[src/rtl/uart_pkg.sv]
// Shared definitions for the UART receive frame assembler: FSM encoding,
// default sizes and the length-field width derivation.
package uart_pkg;

    typedef enum logic [1:0] {
        ST_IDLE    = 2'd0,
        ST_COLLECT = 2'd1,
        ST_READY   = 2'd2
    } state_t;

    localparam int DEPTH_DEF  = 16;
    localparam int DATA_W_DEF = 8;

    // Length must be able to hold DEPTH itself, hence the +1.
    function automatic int len_w(input int depth);
        return $clog2(depth + 1);
    endfunction

endpackage

[src/rtl/frame_buf_rf.sv]
// Frame byte store: synchronous write, registered read. The array itself is
// never reset; only the read register is cleared.
module frame_buf_rf #(
    parameter int DEPTH  = 16,
    parameter int DATA_W = 8,
    parameter int AW     = $clog2(DEPTH)
) (
    input  logic              clk,
    input  logic              rst,
    input  logic              we,
    input  logic [AW-1:0]     waddr,
    input  logic [DATA_W-1:0] wdata,
    input  logic              re,
    input  logic [AW-1:0]     raddr,
    output logic [DATA_W-1:0] rdata
);

    logic [DATA_W-1:0] mem [DEPTH];

    always_ff @(posedge clk) begin
        if (we) mem[waddr] <= wdata;
    end

    always_ff @(posedge clk or negedge rst) begin
        if (!rst)    rdata <= '0;
        else if (re) rdata <= mem[raddr];
    end

endmodule

[src/rtl/uart_rx_frame_assembler.sv]
// Collects received UART bytes into a frame, closes it on a line-idle gap and
// presents it to the protocol layer until acknowledged.
module uart_rx_frame_assembler
    import uart_pkg::*;
#(
    parameter int DEPTH  = DEPTH_DEF,
    parameter int DATA_W = DATA_W_DEF,
    parameter int LEN_W  = len_w(DEPTH)
) (
    input  logic              clk,
    input  logic              rst,
    input  logic [DATA_W-1:0] rx_data,
    input  logic              rx_valid,
    input  logic              rx_err,
    input  logic              gap_in,
    output logic              gap_rst,
    output logic              gap_ena,
    output logic              frame_valid,
    output logic [LEN_W-1:0]  frame_len,
    output logic              frame_err,
    input  logic              rd_en,
    output logic [DATA_W-1:0] rd_data,
    output logic              rd_dv,
    output logic              rd_empty,
    output logic              drop_pulse,
    input  logic              frame_ack
);

    localparam int AW = $clog2(DEPTH);
    localparam logic [LEN_W-1:0] LEN_MAX = LEN_W'(DEPTH);
    localparam logic [LEN_W-1:0] LEN_ONE = LEN_W'(1);

    state_t            state_q, state_d;
    logic [LEN_W-1:0]  len_q, len_d;
    logic [LEN_W-1:0]  ptr_q, ptr_d;
    logic              err_q, err_d;
    logic              drop_d, gap_rst_d;
    logic              we, re;

    always_ff @(posedge clk or negedge rst) begin
        if (!rst) begin
            state_q    <= ST_IDLE;
            len_q      <= '0;
            ptr_q      <= '0;
            err_q      <= 1'b0;
            drop_pulse <= 1'b0;
            gap_rst    <= 1'b1;
            rd_dv      <= 1'b0;
        end else begin
            state_q    <= state_d;
            len_q      <= len_d;
            ptr_q      <= ptr_d;
            err_q      <= err_d;
            drop_pulse <= drop_d;
            gap_rst    <= gap_rst_d;
            rd_dv      <= re;
        end
    end

    always_comb begin
        state_d   = state_q;
        len_d     = len_q;
        ptr_d     = ptr_q;
        err_d     = err_q;
        drop_d    = 1'b0;
        gap_rst_d = 1'b0;
        we        = 1'b0;
        re        = 1'b0;
        unique case (state_q)
            ST_IDLE: begin
                gap_rst_d = 1'b1;
                if (rx_valid) begin
                    we      = 1'b1;
                    len_d   = LEN_ONE;
                    err_d   = rx_err;
                    state_d = ST_COLLECT;
                end
            end
            ST_COLLECT: begin
                // A byte always beats a same-cycle gap and restarts the counter.
                if (rx_valid) begin
                    gap_rst_d = 1'b1;
                    err_d     = err_q | rx_err;
                    if (len_q == LEN_MAX) begin
                        drop_d = 1'b1;
                        err_d  = 1'b1;
                    end else begin
                        we    = 1'b1;
                        len_d = len_q + LEN_ONE;
                    end
                end else if (gap_in) begin
                    gap_rst_d = 1'b1;
                    state_d   = ST_READY;
                end
            end
            ST_READY: begin
                gap_rst_d = 1'b1;
                drop_d    = rx_valid;
                if (frame_ack) begin
                    state_d = ST_IDLE;
                    len_d   = '0;
                    ptr_d   = '0;
                    err_d   = 1'b0;
                end else if (rd_en && !rd_empty) begin
                    re    = 1'b1;
                    ptr_d = ptr_q + LEN_ONE;
                end
            end
            default: state_d = ST_IDLE;
        endcase
    end

    assign gap_ena     = (state_q == ST_COLLECT);
    assign frame_valid = (state_q == ST_READY);
    assign frame_len   = frame_valid ? len_q : '0;
    assign frame_err   = frame_valid & err_q;
    assign rd_empty    = !frame_valid || (ptr_q == len_q);

    frame_buf_rf #(
        .DEPTH  (DEPTH),
        .DATA_W (DATA_W),
        .AW     (AW)
    ) u_buf (
        .clk   (clk),
        .rst   (rst),
        .we    (we),
        .waddr (len_q[AW-1:0]),
        .wdata (rx_data),
        .re    (re),
        .raddr (ptr_q[AW-1:0]),
        .rdata (rd_data)
    );

endmodule

[config.mk]
export PLATFORM = sky130hd
export DESIGN_NAME = uart_rx_frame_assembler
export DESIGN_NICKNAME = d
export VERILOG_FILES = /design/src/rtl/uart_pkg.sv /design/src/rtl/frame_buf_rf.sv /design/src/rtl/uart_rx_frame_assembler.sv
export SDC_FILE = /design/constraint.sdc
export NUM_CORES = 1
export LEC_CHECK = 0
export BUFFER_PORTS_ARGS = -buffer_cell sky130_fd_sc_hd__buf_2
export CAP_MARGIN = 20
export CORE_MARGIN = 2
export CORE_UTILIZATION = 45
export DETAILED_ROUTE_END_ITERATION = 6
export GPL_ROUTABILITY_DRIVEN = 1
export PLACE_DENSITY = 0.68
export SYNTH_ARGS = -nofsm -noshare
export SYNTH_HDL_FRONTEND = slang
export SYNTH_SLANG_ARGS = --single-unit
[constraint.sdc]
create_clock -name clk -period 2.5 [get_ports clk]
set_clock_uncertainty 0.05 [all_clocks]
set_input_delay 0.75 -clock clk [delete_from_list [all_inputs] [get_ports clk]]
set_output_delay 0.75 -clock clk [all_outputs]
set_load 0.05 [all_outputs]
==> flow_summary.ini <==
[power_and_ir_drop]
power.share.clock = 0.311
internal-power_mw = 5.61
combPwrFrac = 0.306
power_switching_mw = 2.68
p_sw_frac = 0.323
seq_power_share = 0.382
p_total_mw = 8.29
powerDensity_nw_per_um2 = 1080
p_leak_nw = 2.81
ir_worst_vdd_uv = 608

[job]
maxCapViolations = 0

[placement]
place_hpwl_um = 8740
placed_cells = 586
io_buffers = 34
place.gp.congestion = 0.811

[synth]
yosysUniqueCellTypes = 53
yosysWarnings = 0
synth_top_area_cell = edfxtp_1
netlist.area_leader.share = 0.592
syn-num-nets = 394
syn-cell-area_um2 = 6490
ys_top_cells_by_count = edfxtp_1, mux4_2, dfrtp_1
avgSynthCellArea_um2 = 17.6
synth-seq-cells = 152
synth_ff_type = edfxtp_1
synth_enable_flop_cells = 128
ys_async_sr_fraction = 0.158
syn_inst = 370
synthTopCellsByArea = edfxtp_1, dfrtp_1, mux4_2
synth-seq-area-share = 0.684
yosys.cell_count.top_type = edfxtp_1

[sta]
setup_viol = 0
whs_ns = 0.283
rsz0062_at_grt = false
fin_tns_setup_ns = 0
relSlewSlack = 0.579
fin_crit_sh = 0.971
finalMaxSlewViolations = 0
period_needed_ns = 2.43
fmax_mhz = 412
worstMarginPinSlew_ns = 0.630
finalHoldViolCount = 0

[layout]
area_growth_pct = 18.2
diodes = 0
fillers = 1066
layoutNonFillerInstCount = 620
final_layout_size_suffix_gt1_frac = 0.334
multiInputGateArea_um2 = 1920
postLayoutCoreUtil = 0.549
nets = 451
seq_area_um2 = 4450

[global_route]
antenna_found_initial = 0
first_global_vias = 3545
grt_use_total = 0.192
grt_first_pass_wirelength_um = 20900
gr-total-overflow = 0
grt_max_degree = 34

[setup_path]
arrival_ns = 1.63
crit_chain = inv_1 > ha_2 > buf_4 > buf_4
required_ns = 1.70
start_kind = flop
endpoint_kind = output port
criticalPathCategory = reg2out
slowest_delay_ns = 0.43
crit_path_frequent_cell = buf_4
slowest_stage = dfrtp_1
crit_fanout = 14

[clock_tree]
cts-buffers-inserted = 17
cts_hold_buf = 0
cts_tree = built
cts_root_buf = clkbuf_16
htreeDepth = 4
cts_num_sinks = 152
clk_latency_ns = 0.42
cts_max_path_buffers = 2
cts.clk_slew.worst_paths_ns = 0.06

[routing]
ant_nets = 0
drcViolationCount = 0
dr.pass1.iters = 5
vias = 3589
avgRoutedWirePerCell_um = 21.7
drt_iter0_markers = 385
vias_per_cell = 5.79
finalWirelength_um = 13500

[floorplan]
rows = 43
dieWidth_um = 124
fp.dieH_um = 124
ioPinCount = 35
dieArea_um2 = 15400
initial_core_util = 0.464
core_area_um2 = 14000

[outcome]
status = finished, final reports clean

[worst_hold_path]
timing.hold.worst.class = in2async
critical path: cells and delay by family, from the launching register on:
kind | cells | cell delay (ns)
buffers and inverters | 3 | 0.57
DFF | 1 | 0.43
adders and majority gates | 1 | 0.21
layout make-up:
class | instances | share of cell area
multi-input cells | 182 | 0.250
clock buffers | 18 | 0.0559
repair buffers | 62 | 0.0567
inverters | 12 | 0.00587
clock inverters | 14 | 0.0222
well taps | 180 | 0.0293
flip-flops and latches | 152 | 0.580
cells in the final DEF (no fill, tap or decap), types with 4 or more instances in the layout:
| cell type | Yosys | routed |
|---|---|---|
| a21oi_1 | 4 | 4 |
| a22oi_1 | 16 | 16 |
| and2_1 | 10 | 4 |
| and2_2 | 0 | 6 |
| buf_12 | 1 | 4 |
| buf_2 | 5 | 32 |
| buf_4 | 0 | 25 |
| clkbuf_16 | 0 | 17 |
| clkinv_1 | 0 | 4 |
| dfrtp_1 | 23 | 20 |
| edfxtp_1 | 128 | 128 |
| ha_1 | 9 | 7 |
| inv_1 | 11 | 11 |
| mux2_4 | 8 | 8 |
| mux4_1 | 7 | 7 |
| mux4_2 | 25 | 25 |
| nand2_1 | 18 | 18 |
| nand2b_1 | 5 | 5 |
| nor2_1 | 10 | 10 |
| nor2b_1 | 7 | 7 |
| nor3_1 | 6 | 6 |
| nor4_2 | 0 | 4 |
| o2111ai_1 | 4 | 4 |
| o21ai_1 | 9 | 9 |
| xnor2_1 | 4 | 4 |
metrics by stage:
stage | instance area, µm² | setup slack [ns]
2_1_floorplan | 6540 | 0.0541
3_3_place_gp | 7050 | 0.355
6_report | 7680 | 0.0720
4_1_cts | 7650 | 0.00857
5_1_grt | 7680 | 0.0103
3_5_place_dp | 7050 | 0.259
worst paths after layout:
check,from,to,slack [ns],cells past startpoint
min in group clk,u_buf.rdata[5],u_buf.rdata[5],0.46,1
min,rst,rd_dv,0.28,1
max,state_q[1],gap_ena,0.07,4
min reg2reg,u_buf.rdata[5],u_buf.rdata[5],0.46,1
max reg2reg,state_q[0],u_buf.mem[9][7],0.18,5
max in group asynchronous,rst,len_q[2],1.70,1
sequential cells by signal (all words and copies together), names as in the netlist:
register,count
len_q,5
ptr_q,5
u_buf.mem,128
u_buf.rdata,8
state_q,2
gap_rst,1
err_q,1
drop_pulse,1
rd_dv,1
cell families (layout without fill, tap and decap cells):
family                     after synthesis  in the layout  share of synthesized area
AOI/OAI and AO/OA                       54             54                     0.0663
xor gates and xnor gates                 5              5                    0.00790
muxes                                   41             41                      0.135
adders and majority gates                9              9                     0.0173
DFF                                    152            152                      0.684
and+or+nand+nor                         73             73                     0.0607
buffers and inverters                   36            106                     0.0283
metal layers:
layer,global-route usage,up-vias,share of wire,wire length [µm]
li1,-,1604,-,-
met1,0.271,1849,0.45,6040
met2,0.291,115,0.48,6460
met3,0.0430,21,0.052,696
met4,0.0765,0,0.021,281
met5,0,-,0,0
power groups by stage:
stage / logic, mW / clock network [mW] / registers [mW]
floorplan: 1.63 / 0 / 3.38
global placement: 2.47 / 0 / 3.20
detailed placement: 2.50 / 0 / 3.21
CTS: 2.52 / 2.62 / 3.17
global route: 2.74 / 2.72 / 3.19
finish: 2.54 / 2.58 / 3.17
timing repair:
| action | in CTS | in global routing |
|---|---|---|
| setup buffers | 0 | 2 |
| gates resized for setup | 1 | 5 |
| setup endpoints to repair | 6 | 8 |
(Power assumes the default switching activity.)
